**src/rtl/ft601_wr_ctrl.sv**
```systemverilog
// ft601_wr_ctrl: FT601 245-sync FIFO transmit engine.
// Pops 36-bit words (data + byte enables) from an FWFT FIFO and writes them to
// the FT601 in WR_N-low bursts. A word refused by the chip (TXE_N high while
// WR_N is low) is held on the bus and replayed later, so nothing is lost or
// duplicated.
// Optional build macro FT601_WR_STATS_EN adds the words_sent / stall_cycles
// counters.
//
// WR_N idle time: the final GAP cycle also evaluates the IDLE start condition.
// This keeps WR_N high for exactly GAP_CYCLES cycles between back-to-back
// bursts. With GAP_CYCLES=0 the burst returns straight to IDLE, which costs one
// WR_N-high cycle.
module ft601_wr_ctrl #(
  parameter int MAX_BURST  = 1024,
  parameter int GAP_CYCLES = 2
) (
  input  logic        clk,
  input  logic        reset,
  input  logic        ce,
  input  logic [35:0] s_data,
  input  logic        s_valid,
  output logic        s_ready,
  input  logic        ft_txe_n,
  output logic        ft_wr_n,
  output logic [31:0] ft_data,
  output logic [3:0]  ft_be,
  output logic        ft_data_oe,
  output logic        busy,
  output logic        burst_done
`ifdef FT601_WR_STATS_EN
  ,
  output logic [31:0] words_sent,
  output logic [31:0] stall_cycles
`endif
);

  localparam int CNT_W = $clog2(MAX_BURST + 1);
  localparam int GAP_W = (GAP_CYCLES > 1) ? $clog2(GAP_CYCLES) : 1;
  localparam logic [CNT_W-1:0] CNT_MAX  = CNT_W'(MAX_BURST);
  localparam logic [GAP_W-1:0] GAP_LAST = GAP_W'((GAP_CYCLES > 0) ? GAP_CYCLES - 1 : 0);

  typedef enum logic [1:0] {
    S_IDLE  = 2'd0,
    S_BURST = 2'd1,
    S_GAP   = 2'd2
  } state_t;

  state_t           r_state;
  logic             r_wr_n;
  logic             r_oe;
  logic [31:0]      r_data;
  logic [3:0]       r_be;
  logic             r_pend;
  logic [CNT_W-1:0] r_burst_cnt;
  logic [GAP_W-1:0] r_gap_cnt;
  logic             r_done;

  state_t           w_state_nxt;
  logic             w_wr_n_nxt;
  logic             w_oe_nxt;
  logic [31:0]      w_data_nxt;
  logic [3:0]       w_be_nxt;
  logic             w_pend_nxt;
  logic [CNT_W-1:0] w_cnt_nxt;
  logic [GAP_W-1:0] w_gap_nxt;
  logic             w_done_nxt;

  logic w_acc;
  logic w_start;
  logic w_burst_end;

  // The chip takes a word on any edge where our strobe is low and it has space.
  assign w_acc = !r_wr_n && !ft_txe_n;
  // No pop may escape while reset is held: the FIFO would lose the word.
  assign w_start = !reset && ce && !ft_txe_n && (r_pend || s_valid);
  // After an accepted word, stop at the length limit, on empty upstream, or on disable.
  assign w_burst_end = (r_burst_cnt == CNT_MAX) || !s_valid || !ce;

  // Next-state, pop strobe and next register values.
  always_comb begin
    w_state_nxt = r_state;
    w_wr_n_nxt  = r_wr_n;
    w_oe_nxt    = r_oe;
    w_data_nxt  = r_data;
    w_be_nxt    = r_be;
    w_pend_nxt  = r_pend;
    w_cnt_nxt   = r_burst_cnt;
    w_gap_nxt   = r_gap_cnt;
    w_done_nxt  = 1'b0;
    s_ready     = 1'b0;
    case (r_state)
      S_IDLE, S_GAP: begin
        if (r_state == S_GAP && r_gap_cnt != GAP_LAST) begin
          w_gap_nxt = r_gap_cnt + GAP_W'(1);
        end else if (w_start) begin
          w_state_nxt = S_BURST;
          w_wr_n_nxt  = 1'b0;
          w_oe_nxt    = 1'b1;
          w_cnt_nxt   = CNT_W'(1);
          w_gap_nxt   = '0;
          if (r_pend) begin
            // Held word is still on ft_data/ft_be; just present it again.
            w_pend_nxt = 1'b0;
          end else begin
            s_ready    = 1'b1;
            w_data_nxt = s_data[31:0];
            w_be_nxt   = s_data[35:32];
          end
        end else begin
          w_state_nxt = S_IDLE;
          w_gap_nxt   = '0;
        end
      end
      S_BURST: begin
        if (w_acc && !w_burst_end) begin
          s_ready    = 1'b1;
          w_data_nxt = s_data[31:0];
          w_be_nxt   = s_data[35:32];
          w_cnt_nxt  = r_burst_cnt + CNT_W'(1);
        end else begin
          // Either the last word went out, or the chip refused it and we hold it.
          if (!w_acc) w_pend_nxt = 1'b1;
          w_wr_n_nxt  = 1'b1;
          w_oe_nxt    = 1'b0;
          w_done_nxt  = 1'b1;
          w_gap_nxt   = '0;
          w_state_nxt = (GAP_CYCLES == 0) ? S_IDLE : S_GAP;
        end
      end
      default: begin
        w_state_nxt = S_IDLE;
        w_wr_n_nxt  = 1'b1;
        w_oe_nxt    = 1'b0;
      end
    endcase
  end

  // State and bus registers.
  always_ff @(posedge clk or posedge reset) begin
    if (reset) begin
      r_state     <= S_IDLE;
      r_wr_n      <= 1'b1;
      r_oe        <= 1'b0;
      r_data      <= '0;
      r_be        <= '0;
      r_pend      <= 1'b0;
      r_burst_cnt <= '0;
      r_gap_cnt   <= '0;
      r_done      <= 1'b0;
    end else begin
      r_state     <= w_state_nxt;
      r_wr_n      <= w_wr_n_nxt;
      r_oe        <= w_oe_nxt;
      r_data      <= w_data_nxt;
      r_be        <= w_be_nxt;
      r_pend      <= w_pend_nxt;
      r_burst_cnt <= w_cnt_nxt;
      r_gap_cnt   <= w_gap_nxt;
      r_done      <= w_done_nxt;
    end
  end

  assign ft_wr_n    = r_wr_n;
  assign ft_data    = r_data;
  assign ft_be      = r_be;
  assign ft_data_oe = r_oe;
  assign burst_done = r_done;
  assign busy       = (r_state != S_IDLE) || r_pend;

`ifdef FT601_WR_STATS_EN
  logic [31:0] r_words_sent;
  logic [31:0] r_stall_cycles;
  logic        w_stall;

  assign w_stall = ft_txe_n && ((r_state == S_BURST) || (r_state == S_IDLE && r_pend));

  // Free-running statistics, wrapping modulo 2^32.
  always_ff @(posedge clk or posedge reset) begin
    if (reset) begin
      r_words_sent   <= '0;
      r_stall_cycles <= '0;
    end else begin
      r_words_sent   <= r_words_sent + {31'd0, w_acc};
      r_stall_cycles <= r_stall_cycles + {31'd0, w_stall};
    end
  end

  assign words_sent   = r_words_sent;
  assign stall_cycles = r_stall_cycles;
`endif

endmodule

```
**config.mk**
```make
export PLATFORM = sky130hd
export DESIGN_NAME = ft601_wr_ctrl
export DESIGN_NICKNAME = d
export VERILOG_FILES = /design/src/rtl/ft601_wr_ctrl.sv
export SDC_FILE = /design/constraint.sdc
export NUM_CORES = 1
export LEC_CHECK = 0
export CAP_MARGIN = 20
export CORE_ASPECT_RATIO = 0.5
export CORE_MARGIN = 4
export CORE_UTILIZATION = 43
export CTS_BUF_LIST = sky130_fd_sc_hd__clkbuf_4
export DETAILED_ROUTE_END_ITERATION = 8
export PLACE_DENSITY = 0.79
export SYNTH_ARGS = -nofsm -noshare
export SYNTH_HDL_FRONTEND = slang
export SYNTH_SLANG_ARGS = --single-unit
export TNS_END_PERCENT = 50
```
**constraint.sdc**
```tcl
create_clock -name clk -period 1.76 [get_ports clk]
set_input_delay 0.264 -clock clk [delete_from_list [all_inputs] [get_ports clk]]
set_output_delay 0.264 -clock clk [all_outputs]
set_load 0.05 [all_outputs]
```
* After elaboration in Yosys (flattened, before gate mapping)
Index checks and enable logic that the tools add are counted.
Widths: inputs -> output; s select.
** Storage, ports and cells
- Output and inout port bits :: 41
- Logic and storage cells :: 85
- Register bits after elaboration :: 54
** Operators by class
- Equality and inequality tests :: 9
- Bitwise gates (word level) :: 1
- Add/sub/neg operators :: 2
- Multiplexer cells :: 38
- Reductions and logical operators :: 26
** Operators by type and width (count)
- $mux 32 :: 4
- $pmux 32 s2 :: 1
- $mux 11 :: 3
- $pmux 11 s2 :: 1
- $mux 1 :: 16
- $mux 4 :: 4
- $ne 2x2->1 const B :: 6
- $add 11x1->11 const B :: 1
- $eq 11x11->1 const B :: 1
- $pmux 1 s2 :: 5
- $reduce_and 5->1 :: 2
- $pmux 4 s2 :: 1
- $logic_and 1x1->1 :: 6
- $logic_not 1->1 :: 6
- $logic_or 1x1->1 :: 4
- $mux 2 :: 2
- $pmux 2 s2 :: 1
- $reduce_and 2->1 :: 2
- $reduce_and 4->1 :: 1
- $reduce_bool 2->1 :: 2
- $reduce_and 3->1 :: 1
- $eq 2x1->1 const B :: 1
- $eq 2x2->1 const B :: 1
- $logic_not 2->1 :: 1
- other kinds (3) :: 3

* Longest topological paths before layout
Gate-level depths: netlist (run 1).
- Depth in word-level cells :: 7
- Mapped depth :: 7

* Least setup slack after synthesis (run 1)
Ideal clock, no wire load.
- Path type :: register to register
- Start point :: reg r_wr_n (netlist: ft_wr_n)
- End point :: reg r_data[17] (netlist: ft_data[17])
- Period minus slack after synthesis :: 2132 ps
- Path slack :: -372 ps
- Setup time :: 125 ps
- Required time :: 1635 ps
- Stages on the path, launching flop included :: 7
- Path buffers :: 1
- Arrival time :: 2007 ps
- Cell sequence :: dfstp_2 nand4bb_1 a41oi_4 a21oi_4 a21oi_4 buf_6 mux2_4
** Between the ends
- Word-level cells in the longest chain between the ends :: 5
** Ends and longest elaborated chain
- start: declaration :: line 49 : logic r_wr_n;
- start signal: assignment :: line 152 : r_wr_n <= w_wr_n_nxt;
- $logic_not 1->1 :: line 73 : assign w_acc = !r_wr_n && !ft_txe_n;
- $logic_and 1x1->1 :: line 73
- $logic_and 1x1->1 :: line 115 : if (w_acc && !w_burst_end) begin
- $ne 2x2->1 (no line)
- $reduce_and 5->1 (no line)
- end signal: assignment :: line 154 : r_data <= w_data_nxt;
- end: declaration :: line 51 : logic [31:0] r_data;
No other way between the ends.
A chain may end at the register's enable or synchronous reset.

* Final worst setup path (run 1)
- Start point :: reg r_burst_cnt[5]
- End point :: out s_ready
** Between the ends
- Word-level cells in the longest chain between the ends :: 7
** Ends and longest elaborated chain
- start: declaration :: line 54 : logic [CNT_W-1:0] r_burst_cnt;
- start signal: assignment :: line 157 : r_burst_cnt <= w_cnt_nxt;
- $eq 11x11->1 :: line 77 : assign w_burst_end = (r_burst_cnt == CNT_MAX) || !s_valid || !ce;
- $logic_or 1x1->1 (2 in a row) :: line 77
- $logic_not 1->1 :: line 115
- $logic_and 1x1->1 :: line 115
- $mux 1 :: line 115
- $pmux 1 s2 :: line 91 : case (r_state)
- end: declaration :: line 22 : output logic s_ready,
No other way between the ends.

==> results by group, run 1 <==
Clock tree
  • CTS sink count: 54
  • Clk pin slew, worst setup/hold paths: 0.16 ns
  • Clk root buf: clkbuf_4
  • CTS buffer count: 5
  • CTS H-tree lvls: 2
  • Hold Buf Count CTS: 0
  • CTS tree: built
  • Clock Latency Late Sink: 0.37 ns
  • Clk buf depth: 2

Yosys
  • Syn Inst Count: roughly 180
  • Top_reg_cell synth: dfrtp_1
  • Syn avg cell area: 14.0 µm²
  • Sequential-to-total area share from yosys stat: 55.1%
  • Unique masters post-synth: 36
  • Post-Syn Nets: 219
  • Mapped cell area: 0.00246 mm²
  • Async SR Flop Fraction: 100%
  • YS warnings: 0
  • Flop and latch count out of synthesis: 54
  • Post-synth EDFFs: 0

Die
  • Die Y: 61.4 µm
  • Total die area: 0.00706 mm²
  • I/O Pins: 82
  • Core Region: 0.00552 mm²
  • Initial Util: 44.5%
  • Die X: 115 µm
  • Row count: 19

Routing
  • Drt pass-1 iters: 4
  • Via count: between 1,500 and 2,000
  • Antenna-violating nets left: 0
  • Routed wire per std cell: 17.1 µm
  • Final wirelength: 6.35 mm
  • Avg Vias per Cell: 5.06
  • DR iter-0 viols: 84
  • DRC: 0

GRT
  • GRT Util Overall: about 18%
  • Largest net degree at the start of global routing: 33
  • Initial antenna violation count: 0
  • Vias in the first global route: 1,939
  • Grt ovf: 0
  • First-pass GRT wire length: 9.49 mm

Power
  • Power, Total: about 6.5 mW
  • Power per standard cell area: around 1700 mW/mm²
  • VDD IR max: 1220 µV
  • Leak: 1.76 nW

Timing
  • # setup viols final: 40
  • Slew headroom: 66.2%
  • Fin worst setup slack: -0.362 ns
  • Hold WS: 0.260 ns
  • Min Tclk post-route: 2.12 ns
  • Unrepaired setup endpoints after global routing: true
  • Clock skew: 0.0144 ns
  • Final worst path period share: 121%
  • Worst Tran Pin Value: 0.509 ns
  • Final Slew Violations: 0
  • Final hold viol count: 0
  • Fmax: 471 MHz

Worst setup path
  • FF-to-FF setup slack: -0.32 ns
  • CP required: roughly 1.5 ns
  • Crit. End Element: output port
  • Arr. time, crit path: ~1.9 ns
  • CP Class: reg2out
  • Critical path origin: r_burst_cnt[5]
  • Crit start category: flip-flop
  • Worst-path maximum fanout: 2
  • RR Startpoint: r_burst_cnt[5]

Placed design
  • GP Congestion: 0.884
  • Hpwl dp: 4.36 mm
  • Port Buffers: 81

Min path
  • Hold Crit Class: in2async

Finish
  • N_diodes: 0
  • Area Growth Syn to Fin: 53.4%
  • Share of layout cells above drive strength 1: approximately 45%
  • Final #Nets: 341
  • # fillers: 365

Job
  • Max_cap viols: 0

Status
  • Failing checks: setup timing
  • Run status: finished, violations left
-- worst max-delay path, stage by stage (launching register included) --
cell,delay (ns)
dfrtp_1,0.44
nor4_4,0.37
a41oi_4,0.18
a21oi_4,0.19
a21oi_4,0.05
buf_12,0.12
buf_12,0.13
-- area by class of cell --
type | instances | area (µm²) | share of cell area [%]
Clock buffer | 6 | 45.0 | 1.20
Clock inverter | 2 | 8.76 | 0.232
Inverter | 7 | 26.3 | 0.697
Multi-Input combinational cell | 111 | 1100 | 29.2
Sequential cell | 54 | 1350 | 35.9
Tap cell | 73 | 91.3 | 2.42
Timing Repair Buffer | 119 | 1140 | 30.3
-- cells in the mapped netlist (all sizes together) (2+ instances only) --
cell | number | share of area, %
dfrtp | 53 | 54
mux2 | 36 | 21
nand2 | 11 | 1.7
nor2 | 9 | 1.5
o21ai | 8 | 1.6
a21oi | 7 | 2.3
inv | 7 | 1.1
nand3 | 6 | 1.2
nor3 | 4 | 0.82
buf | 3 | 1.4
nand2b | 3 | 0.76
nor4 | 3 | 2.6
and3 | 2 | 0.51
ha | 2 | 1.0
mux2i | 2 | 0.82
nand4 | 2 | 0.51
o21a | 2 | 0.61
xnor2 | 2 | 0.71
-- stage by stage --
stage / TNS, ns / util [%] / setup WS, ns / instance area, µm² / std cells
after floorplan: -8.22 / - / -0.261 / 2480 / 176
after global placement: -17.51 / 63.7 / -0.436 / 3510 / 355
after detailed placement: -18.90 / 63.7 / -0.465 / 3510 / 355
after CTS: -10.09 / 66.7 / -0.406 / 3680 / 369
after global routing: -12.61 / 68.3 / -0.441 / 3770 / 372
final: -10.08 / 68.3 / -0.362 / 3770 / 372
-- cell usage in the layout (no fill, tap or decap), types with 2 or more instances in the layout --
master	Yosys	layout
and3_1	2	2
nand4_1	2	2
buf_6	3	3
nor2_2	1	3
bufbuf_16	0	2
mux2_1	5	3
nor2_1	8	6
nand3_1	6	6
clkbuf_4	0	6
mux2i_1	2	2
clkdlybuf4s50_1	0	39
xnor2_1	2	2
inv_1	7	6
a21oi_1	5	4
buf_12	0	5
nor3_1	4	4
nand2b_1	3	2
dlygate4sd2_1	0	4
mux2_4	29	31
a21oi_4	2	2
o21ai_0	8	8
buf_4	0	64
nand2_1	11	11
nor4_4	3	3
mux2_2	2	2
o21a_1	2	2
dfrtp_1	53	52
-- worst paths after layout --
path | end | cells after the start
worst max-delay path | s_ready | 6
worst min-delay path | r_burst_cnt[6] | 3
worst max register to register | ft_be[0] | 7
worst min register to register | ft_data[14] | 1
max in group asynchronous | ft_wr_n | 4
min in group clk | ft_wr_n | 4
-- routing by layer --
metal | share of wire, % | vias to the layer above | wire (µm) | track usage (%)
met1 | 42 | 947 | 2660 | 21.5
li1 | - | 869 | - | -
met5 | 0 | - | 0 | 0
met2 | 53 | 55 | 3360 | 31.8
met3 | 3.4 | 12 | 215 | 3.34
met4 | 1.8 | 0 | 112 | 7.02
-- where the power goes --
part           switching [mW]  internal (mW)
Combinational            2.34           1.57
Sequential              0.316           1.75
Clock                   0.378          0.167
-- flip-flops by register name (all words and copies together), names as in the netlist --
name,cells
ft_data,32
r_burst_cnt,11
ft_be,4
r_state,2
burst_done,1
ft_data_oe,1
ft_wr_n,1
r_gap_cnt,1
r_pend,1
-- timing repair --
action / CTS / global route
gates resized for setup: 9 / 15
buffers inserted: 4 / 2
setup endpoints to repair: 43 / 49
cloned: 2 / 1
pin swaps: 4 / 3
-- kinds of logic (layout without fill, tap and decap cells) --
| group | after synthesis | count (layout) | share of synthesized area [%] |
|---|---|---|---|
| AO/OA/AOI/OAI | 24 | 24 | 7.64 |
| XOR/XNOR | 2 | 2 | 0.713 |
| adder cells (fa/ha/maj) | 2 | 2 | 1.02 |
| buffers and inverters | 11 | 134 | 2.60 |
| flip-flops | 54 | 54 | 55.1 |
| multiplexers | 38 | 38 | 21.8 |
| AND/OR/NAND/NOR | 45 | 45 | 11.2 |
Power figures use the tool's default switching activity.
==> inputs of run 2 (changes only) <==
CTS_CLUSTER_DIAMETER = 80   (was default)
==> results of run 2 <==
The final DEF is identical to that of run 1; final timing and power are the same.
